$ cat config.mk
export PLATFORM = sky130hd
export DESIGN_NAME = usb_rx_param
export DESIGN_NICKNAME = d
export VERILOG_FILES = /design/src/rtl/usb_rx_pkg.sv /design/src/rtl/usb_rx_fifo.sv /design/src/rtl/usb_rx_param.sv
export SDC_FILE = /design/constraint.sdc
export NUM_CORES = 1
export LEC_CHECK = 0
export CORE_MARGIN = 2
export CORE_UTILIZATION = 62
export DETAILED_ROUTE_END_ITERATION = 6
export PLACE_DENSITY = 0.78
export SKIP_CTS_REPAIR_TIMING = 1
export SLEW_MARGIN = 20
export SYNTH_ARGS = -nofsm -noshare
export SYNTH_HDL_FRONTEND = slang
export SYNTH_SLANG_ARGS = --single-unit
$ cat constraint.sdc
create_clock -name clk -period 4.8 [get_ports clk]
set_clock_uncertainty 0.1 [all_clocks]
set_input_delay 0.48 -clock clk [delete_from_list [all_inputs] [get_ports clk]]
set_output_delay 0.48 -clock clk [all_outputs]
set_load 0.02 [all_outputs]
$ cat src/rtl/usb_rx_pkg.sv
// Shared types and constants for the parametrised USB full-speed receiver.
package usb_rx_pkg;

    typedef enum logic [2:0] {
        ST_IDLE, ST_SYNC, ST_PID, ST_DATA, ST_EOP, ST_ERR
    } rx_state_e;

    localparam logic [3:0] PID_OUT   = 4'h1;
    localparam logic [3:0] PID_IN    = 4'h9;
    localparam logic [3:0] PID_SOF   = 4'h5;
    localparam logic [3:0] PID_SETUP = 4'hD;
    localparam logic [3:0] PID_DATA0 = 4'h3;
    localparam logic [3:0] PID_DATA1 = 4'hB;
    localparam logic [3:0] PID_ACK   = 4'h2;
    localparam logic [3:0] PID_NAK   = 4'hA;
    localparam logic [3:0] PID_STALL = 4'hE;

    localparam logic [7:0]  SYNC_BYTE      = 8'h80;
    localparam logic [15:0] CRC16_POLY     = 16'h8005;
    localparam logic [15:0] CRC16_RESIDUAL = 16'h800D;

    // Upper nibble carries the one's complement of the PID as a check field.
    function automatic logic pid_ok(input logic [7:0] b);
        return b[7:4] == ~b[3:0];
    endfunction

    function automatic logic [15:0] crc16_step(input logic [15:0] c, input logic b);
        return {c[14:0], 1'b0} ^ ((c[15] ^ b) ? CRC16_POLY : 16'h0000);
    endfunction

endpackage

$ cat src/rtl/usb_rx_fifo.sv
// First-word-fall-through byte FIFO; head byte reads as 0 while empty.
module usb_rx_fifo #(
    parameter  int DEPTH = 64,
    localparam int CNT_W = $clog2(DEPTH + 1),
    localparam int AW    = (DEPTH > 1) ? $clog2(DEPTH) : 1
) (
    input  logic             clk,
    input  logic             n_rst,
    input  logic             wr_en_i,
    input  logic [7:0]       wr_data_i,
    input  logic             rd_en_i,
    output logic [7:0]       rd_data_o,
    output logic             empty_o,
    output logic             full_o,
    output logic [CNT_W-1:0] count_o,
    output logic             ovf_o
);

    logic [7:0]       mem_q [DEPTH];
    logic [AW-1:0]    wptr_q, rptr_q;
    logic [CNT_W-1:0] cnt_q;
    logic             do_rd, do_wr;

    assign empty_o   = (cnt_q == '0);
    assign full_o    = (cnt_q == CNT_W'(DEPTH));
    assign do_rd     = rd_en_i && !empty_o;
    // A pop in the same cycle frees the slot, so a full FIFO still accepts it.
    assign do_wr     = wr_en_i && (!full_o || do_rd);
    assign ovf_o     = wr_en_i && !do_wr;
    assign rd_data_o = empty_o ? 8'h00 : mem_q[rptr_q];
    assign count_o   = cnt_q;

    always_ff @(posedge clk or negedge n_rst) begin
        if (!n_rst) begin
            wptr_q <= '0;
            rptr_q <= '0;
            cnt_q  <= '0;
        end else begin
            if (do_wr) wptr_q <= wptr_q + AW'(1);
            if (do_rd) rptr_q <= rptr_q + AW'(1);
            case ({do_wr, do_rd})
                2'b10:   cnt_q <= cnt_q + CNT_W'(1);
                2'b01:   cnt_q <= cnt_q - CNT_W'(1);
                default: cnt_q <= cnt_q;
            endcase
        end
    end

    always_ff @(posedge clk) begin
        if (do_wr) mem_q[wptr_q] <= wr_data_i;
    end

endmodule

$ cat src/rtl/usb_rx_param.sv
// USB full-speed receiver: oversampled bit recovery, NRZI/destuff, packet FSM, FWFT FIFO.
// Define USB_RX_CRC16_EN to add DATA0/DATA1 CRC16 residual checking at EOP.
module usb_rx_param
    import usb_rx_pkg::*;
#(
    parameter  int CLKS_PER_BIT = 8,
    parameter  int FIFO_DEPTH   = 64,
    localparam int CNT_W        = $clog2(FIFO_DEPTH + 1)
) (
    input  logic             clk,
    input  logic             n_rst,
    input  logic             d_plus,
    input  logic             d_minus,
    input  logic             r_enable,
    output logic [7:0]       r_data,
    output logic             empty,
    output logic             full,
    output logic [CNT_W-1:0] count,
    output logic             rcving,
    output logic             r_error,
    output logic [3:0]       PID,
    output logic             pkt_done
);

    localparam int TW   = $clog2(CLKS_PER_BIT);
    localparam int HALF = CLKS_PER_BIT / 2;

    logic            dp_m_q, dp_s_q, dp_p_q, dm_m_q, dm_s_q;
    logic [TW-1:0]   tmr_q;
    rx_state_e       st_q;
    logic            prev_q, se0_seen_q, rcving_q, rerr_q, done_q;
    logic [2:0]      ones_q, bcnt_q;
    logic [6:0]      sh_q;
    logic [3:0]      pid_q;
`ifdef USB_RX_CRC16_EN
    logic [15:0]     crc_q;
    logic            crc_on_q;
`endif

    logic       edge_w, fall_w, smp, se0, nbit, in_rx, stuff, bit_ok, byte_done, j_smp, bad, ovf;
    logic [7:0] byte_w;

    always_ff @(posedge clk or negedge n_rst) begin
        if (!n_rst) begin
            dp_m_q <= 1'b1;
            dp_s_q <= 1'b1;
            dp_p_q <= 1'b1;
            dm_m_q <= 1'b0;
            dm_s_q <= 1'b0;
            tmr_q  <= '0;
        end else begin
            dp_m_q <= d_plus;
            dp_s_q <= dp_m_q;
            dp_p_q <= dp_s_q;
            dm_m_q <= d_minus;
            dm_s_q <= dm_m_q;
            if (edge_w || tmr_q == TW'(CLKS_PER_BIT - 1)) tmr_q <= '0;
            else                                          tmr_q <= tmr_q + TW'(1);
        end
    end

    assign edge_w    = dp_s_q ^ dp_p_q;
    assign fall_w    = dp_p_q && !dp_s_q;
    assign smp       = !edge_w && (tmr_q == TW'(HALF - 1));
    assign se0       = !dp_s_q && !dm_s_q;
    assign nbit      = (dp_s_q == prev_q);
    assign in_rx     = (st_q == ST_SYNC) || (st_q == ST_PID) || (st_q == ST_DATA);
    assign stuff     = (ones_q == 3'd6);
    assign bit_ok    = smp && in_rx && !se0 && !stuff;
    assign byte_w    = {nbit, sh_q};
    assign byte_done = bit_ok && (bcnt_q == 3'd7);
    assign j_smp     = smp && dp_s_q;

    // Every condition that aborts a packet, evaluated at the sample point.
    always_comb begin
        bad = 1'b0;
        if (smp && in_rx) begin
            if (se0)             bad = (st_q != ST_DATA) || (bcnt_q != 3'd0);
            else if (stuff)      bad = nbit;
            else if (bcnt_q == 3'd7) begin
                if (st_q == ST_SYNC)     bad = (byte_w != SYNC_BYTE);
                else if (st_q == ST_PID) bad = !pid_ok(byte_w);
            end
        end
    end

    always_ff @(posedge clk or negedge n_rst) begin
        if (!n_rst) begin
            st_q       <= ST_IDLE;
            prev_q     <= 1'b1;
            ones_q     <= '0;
            bcnt_q     <= '0;
            sh_q       <= '0;
            se0_seen_q <= 1'b0;
            rcving_q   <= 1'b0;
            rerr_q     <= 1'b0;
            pid_q      <= 4'hF;
            done_q     <= 1'b0;
`ifdef USB_RX_CRC16_EN
            crc_q      <= 16'hFFFF;
            crc_on_q   <= 1'b0;
`endif
        end else begin
            done_q <= 1'b0;
            if (smp) prev_q <= dp_s_q;
            if (bit_ok) begin
                ones_q <= nbit ? ones_q + 3'd1 : 3'd0;
                sh_q   <= byte_w[7:1];
                bcnt_q <= bcnt_q + 3'd1;
            end else if (smp && in_rx && !se0 && stuff) begin
                ones_q <= 3'd0;
            end
            if (ovf) rerr_q <= 1'b1;
            if (bad) begin
                st_q       <= ST_ERR;
                rerr_q     <= 1'b1;
                se0_seen_q <= se0;
            end else begin
                case (st_q)
                    ST_IDLE: if (fall_w) begin
                        st_q     <= ST_SYNC;
                        rcving_q <= 1'b1;
                        ones_q   <= '0;
                        bcnt_q   <= '0;
                    end
                    ST_SYNC: if (byte_done) begin
                        rerr_q <= 1'b0;
                        st_q   <= ST_PID;
                    end
                    ST_PID: if (byte_done) begin
                        pid_q <= byte_w[3:0];
                        st_q  <= ST_DATA;
`ifdef USB_RX_CRC16_EN
                        crc_q    <= 16'hFFFF;
                        crc_on_q <= (byte_w[3:0] == PID_DATA0) || (byte_w[3:0] == PID_DATA1);
`endif
                    end
                    ST_DATA: begin
                        if (smp && se0) st_q <= ST_EOP;
`ifdef USB_RX_CRC16_EN
                        if (bit_ok) crc_q <= crc16_step(crc_q, nbit);
`endif
                    end
                    ST_EOP: if (j_smp) begin
                        rcving_q <= 1'b0;
                        st_q     <= ST_IDLE;
`ifdef USB_RX_CRC16_EN
                        if (crc_on_q && crc_q != CRC16_RESIDUAL) rerr_q <= 1'b1;
                        else                                      done_q <= 1'b1;
`else
                        done_q <= 1'b1;
`endif
                    end
                    ST_ERR: begin
                        if (smp && se0) begin
                            se0_seen_q <= 1'b1;
                        end else if (j_smp && se0_seen_q) begin
                            se0_seen_q <= 1'b0;
                            rcving_q   <= 1'b0;
                            st_q       <= ST_IDLE;
                        end
                    end
                    default: st_q <= ST_IDLE;
                endcase
            end
        end
    end

    usb_rx_fifo #(.DEPTH(FIFO_DEPTH)) u_fifo (
        .clk       (clk),
        .n_rst     (n_rst),
        .wr_en_i   (byte_done && st_q == ST_DATA),
        .wr_data_i (byte_w),
        .rd_en_i   (r_enable),
        .rd_data_o (r_data),
        .empty_o   (empty),
        .full_o    (full),
        .count_o   (count),
        .ovf_o     (ovf)
    );

    assign rcving   = rcving_q;
    assign r_error  = rerr_q;
    assign PID      = pid_q;
    assign pkt_done = done_q;

endmodule

==> results.md <==
- Across the run, the number of max-cap violations was 0.
- The final count of pins violating max slew is 0.
- The predominant post-synthesis flop cell is sky130_fd_sc_hd__edfxtp_1.
- The TritonCTS clock tree is yes.
- The final setup slack of the worst path is 0.3315 ns.
- Registers are responsible for 45.6% of the overall power.
- The final-report hold violation count is 0.
- The transition time at the pin with the least slew margin is between 1 and 1.5 ns.
- The endpoint identified for the worst register-to-register timing path is u_fifo.count_o[6]$_DFFE_PN0P_.
- In this run the most used layer during global routing was met2.
- The count of inserted antenna diode cells is 0.
- The power density over cell area is about 540 nW/µm².
- After clock tree synthesis, the clock-pin slew on the worst setup and hold paths is approximately 0.06 ns.
- The initial utilization of the core area, before any placement, comes to between 60% and 70%.
- Data on the critical path is required at its endpoint by ~4.2 ns.
- The proportion of power drawn by the clock network is between 30% and 40%.
- The worst setup path startpoint is u_fifo.rptr_q[1]$_DFFE_PN0P_.
- The launch point of the worst reg-to-reg path is dp_s_q$_DFF_PN1_.
- The initial antenna violation count is 1.
- The width of the die is about 190 µm.
- For the worst flop-to-flop path, the logic depth is 15.
- The overall die area is 37960 µm².
- The global routing usage on met2 is between 30% and 40%.
- The worst setup path is launched from a register.
- The worst setup path is captured at an output port.
- The maximum clock rate is approximately 220 MHz.
- In this run, placement finished with an instance count of 1635.
- For this block, the routed nets add up to about 46000 µm of wire.
- At the end of routability-driven placement, the weighted congestion stood at just over 0.8.
- The core footprint is ~36000 µm².
- The synthesized flop and latch total is ~560.
- The post-synthesis average cell area is 19.07 µm².
- The post-route clock period utilization is between 90% and 100%.
- The total clock sinks is between 500 and 600.
- The gate count of the mapped netlist is 1184.
- The area growth from synthesis to layout is 11.58%.
- The routed length per instance is approximately 27 µm.
- Global routing consumed, on the met3 layer, under 10% of the routing resources.
- Using the TritonRoute via totals, the vias-per-cell ratio works out to roughly 6.5.
- The cell sitting at the root of the clock tree is a sky130_fd_sc_hd__clkbuf_16.
- The net switching fraction of the power is between 20% and 30%.
- The clock insertion delay at the later pin of the skew report is about 0.6 ns.
- The number of nets in the final layout is ~1300.
- The number of nets in the synthesized netlist is roughly 1200.
- For this design the static power due to leakage is around 8 nW.
- The setup path with the least slack is of type register to output port.
- The wire-length estimate of the detail-placed layout is around 27000 µm.
- During placement, the flow inserted port buffers numbering 28.
- The timing endpoint of the critical path is r_data[1].
- The detailed-route via count is between 10000 and 15000.
- The number of distinct library cells after synthesis is slightly below 60.
- Once layout is complete, the cells apart from fillers number 1735.
- The length of the first detailed-routing pass in iterations is 5.
- The all-layer global routing usage is between 20% and 30%.
- The critical path data arrival time is a little under 4 ns.
- The synthesis warning total is 0.
- The initialized floorplan defines just under 70 standard-cell rows.
- In this run the count of I/O pins placed on the die edge is 29.
- The min-delay analysis places its worst path in the category input port to register.
- The share of flip-flops with an asynchronous set or reset after synthesis is under 10%.
- The final antenna-violating net count is 0.
- The detailed router finished its first iteration with between 1000 and 1500 violations.
- The share of layout cells above drive strength 1 is 21.98%.
- The total overflow left after global routing is 0.
- The H-tree generated during clock tree synthesis spans 2 levels.
- VDD sags by at most between 300 and 400 µV.
- The final-layout setup total negative slack is 0 ns.
- Clock tree synthesis inserted a total of 54 buffers.
- The final critical delay including setup and external delays is around 4.5 ns.
- The tightest hold margin is a little over 0.2 ns.
- The total standard cell area after synthesis is approximately 23000 µm².
- The remaining routing DRC violations is 0.
- Per report_power, the combinational group accounts for about a quarter of the total.
- The number of enable-type register cells in the synthesized netlist is 512.
- The analysis attributes to net switching a power of 3.947 mW.
- The internal portion of the total power is approximately 9.5 mW.
- The largest net degree at the start of global routing is 69.
- After synthesis, flip-flops and latches occupy 73.90% of the total area.
- The run finished with clean final reports.
- The worst slew margin relative to its limit is between 30% and 40%.
- The global routing usage on met1 is between 30 and 40%.
- The register-to-register setup slack is just over 0.4 ns.
- The setup violation total in the final timing report is 0.
- The maximum count of clock buffers along a single path is 3.
- The wire length of the first global-routing pass is roughly 70000 µm.
- The maximum fanout count along the critical path is between 60 and 70.
- The number of global-route vias before repair was approximately 11000.
- The placement-stage worst setup slack is 0.2960 ns.
- The die span in y is slightly below 200 µm.
- Setup repair after global routing left no endpoint under its margin.
==> synthesized netlist by cell type (2+ instances only) <==
cell	count	area share, %
sky130_fd_sc_hd__nand2_1	44	0.73
sky130_fd_sc_hd__dfstp_2	8	0.93
sky130_fd_sc_hd__clkbuf_1	35	0.58
sky130_fd_sc_hd__a211oi_1	5	0.17
sky130_fd_sc_hd__a22oi_1	47	1.6
sky130_fd_sc_hd__or3_1	5	0.14
sky130_fd_sc_hd__or2_2	2	0.055
sky130_fd_sc_hd__mux2i_1	25	1.1
sky130_fd_sc_hd__and3b_1	2	0.078
sky130_fd_sc_hd__nor4b_1	2	0.078
sky130_fd_sc_hd__ha_1	14	0.78
sky130_fd_sc_hd__a31oi_1	3	0.083
sky130_fd_sc_hd__xnor2_1	17	0.66
sky130_fd_sc_hd__nor3_1	6	0.13
sky130_fd_sc_hd__a21oi_1	25	0.55
sky130_fd_sc_hd__nand4b_1	2	0.078
sky130_fd_sc_hd__o21bai_1	2	0.066
sky130_fd_sc_hd__nor3b_1	5	0.17
sky130_fd_sc_hd__nor2_1	87	1.4
sky130_fd_sc_hd__buf_2	15	0.33
sky130_fd_sc_hd__xor2_1	11	0.43
sky130_fd_sc_hd__nand2_4	6	0.30
sky130_fd_sc_hd__edfxtp_1	512	68
sky130_fd_sc_hd__nor4_1	4	0.11
sky130_fd_sc_hd__nand3_1	14	0.31
sky130_fd_sc_hd__buf_1	11	0.18
sky130_fd_sc_hd__nand4_1	8	0.22
sky130_fd_sc_hd__nor2b_1	19	0.53
sky130_fd_sc_hd__mux4_2	126	13
sky130_fd_sc_hd__nor2_2	2	0.055
sky130_fd_sc_hd__o211ai_1	2	0.066
sky130_fd_sc_hd__and2_1	3	0.083
sky130_fd_sc_hd__nand2b_1	8	0.22
sky130_fd_sc_hd__inv_1	11	0.18
sky130_fd_sc_hd__o31ai_1	5	0.17
sky130_fd_sc_hd__o21ai_0	13	0.29
sky130_fd_sc_hd__dfrtp_1	44	4.9
sky130_fd_sc_hd__nand3b_1	2	0.066
sky130_fd_sc_hd__mux2_2	12	0.60
==> flip-flops by register name, indices dropped and copies added (netlist names) <==
signal / flops
sh_q: 7
dm_m_q: 1
dm_s_q: 1
rcving: 1
u_fifo.rptr_q: 6
r_error: 1
se0_seen_q: 1
tmr_q: 3
st_q: 3
dp_s_q: 1
bcnt_q: 3
ones_q: 3
u_fifo.mem_q: 512
u_fifo.count_o: 7
dp_m_q: 1
u_fifo.wptr_q: 6
dp_p_q: 1
PID: 4
pkt_done: 1
prev_q: 1
==> worst max-delay path, stage by stage, from the launching register on <==
cell                              delay [ns]
sky130_fd_sc_hd__dfrtp_4                1.06
sky130_fd_sc_hd__mux4_2                 0.41
sky130_fd_sc_hd__o21ai_0                0.11
sky130_fd_sc_hd__o31ai_1                0.49
sky130_fd_sc_hd__a22oi_1                0.20
sky130_fd_sc_hd__a21oi_1                0.32
sky130_fd_sc_hd__clkdlybuf4s50_1        0.66
==> cells by family after synthesis <==
kind of cell    count (synthesis)  synth area share, %
flops                         564                73.90
simple gates                  229                5.287
mux                           163                14.28
compound gates                110                3.259
buf+inv                        76                1.413
xor+xnor                       28                1.086
fa+ha+maj                      14               0.7758
==> routing by layer <==
metal / share of wire [%] / wire length (µm)
met1: 41 / 18890
met2: 48 / 22150
met3: 8.5 / 3934
met4: 3.1 / 1454
met5: 0.037 / 17
==> cell type report <==
cell class / count / area (µm²)
Timing Repair Buffer: 55 / 543.0
Sequential cell: 564 / 16710
Clock buffer: 64 / 1410
Tap cell: 461 / 576.8
Inverter: 12 / 47.55
Multi-Input combinational cell: 544 / 5590
Fill cell: 2172 / 10550
Clock inverter: 35 / 317.8
==> worst min-delay path by stage <==
stage	startpoint	end	cells after the start
3_5_place_dp	dm_m_q$_DFF_PN0_	dm_s_q$_DFF_PN0_	0
2_1_floorplan	n_rst	bcnt_q[0]$_DFF_PN0_	0
3_3_place_gp	dm_m_q$_DFF_PN0_	dm_s_q$_DFF_PN0_	0
4_1_cts	n_rst	u_fifo.count_o[0]$_DFFE_PN0P_	2
5_1_grt	d_plus	dp_m_q$_DFF_PN1_	1
6_report	d_plus	dp_m_q$_DFF_PN1_	1
==> through the flow <==
| stage | instance area, µm² | util, % | total power, mW |
|---|---|---|---|
| after floorplan | 22580 | - | 8.257 |
| after detailed placement | 23440 | 65.59 | 9.451 |
| after global routing | 25190 | 70.48 | 14.00 |
| after CTS | 25170 | 70.42 | 13.57 |
| after global placement | 23440 | 65.59 | 9.379 |
| final | 25190 | 70.48 | 13.50 |
==> layout by cell type, fill, tap and decap left out, types with 11 or more instances in the layout <==
cell type / instances
sky130_fd_sc_hd__clkinv_1: 15
sky130_fd_sc_hd__clkdlybuf4s50_1: 27
sky130_fd_sc_hd__buf_4: 21
sky130_fd_sc_hd__xor2_1: 11
sky130_fd_sc_hd__mux2_2: 12
sky130_fd_sc_hd__a21oi_1: 24
sky130_fd_sc_hd__edfxtp_1: 512
sky130_fd_sc_hd__nand2_1: 44
sky130_fd_sc_hd__ha_1: 14
sky130_fd_sc_hd__nand3_1: 14
sky130_fd_sc_hd__mux2i_1: 25
sky130_fd_sc_hd__inv_1: 11
sky130_fd_sc_hd__clkbuf_16: 55
sky130_fd_sc_hd__nor2_1: 87
sky130_fd_sc_hd__xnor2_1: 16
sky130_fd_sc_hd__mux4_2: 126
sky130_fd_sc_hd__o21ai_0: 13
sky130_fd_sc_hd__nor2b_1: 19
sky130_fd_sc_hd__dfrtp_1: 34
sky130_fd_sc_hd__a22oi_1: 47
==> power by group through the flow <==
| stage | clock, mW | combinational, mW | sequential, mW |
|---|---|---|---|
| after detailed placement | 0 | 3.19 | 6.26 |
| after floorplan | 0 | 2.19 | 6.06 |
| after global routing | 4.41 | 3.39 | 6.20 |
| after global placement | 0 | 3.13 | 6.24 |
| after CTS | 4.21 | 3.20 | 6.16 |
| final | 4.16 | 3.18 | 6.15 |
(Power assumes the default switching activity.)
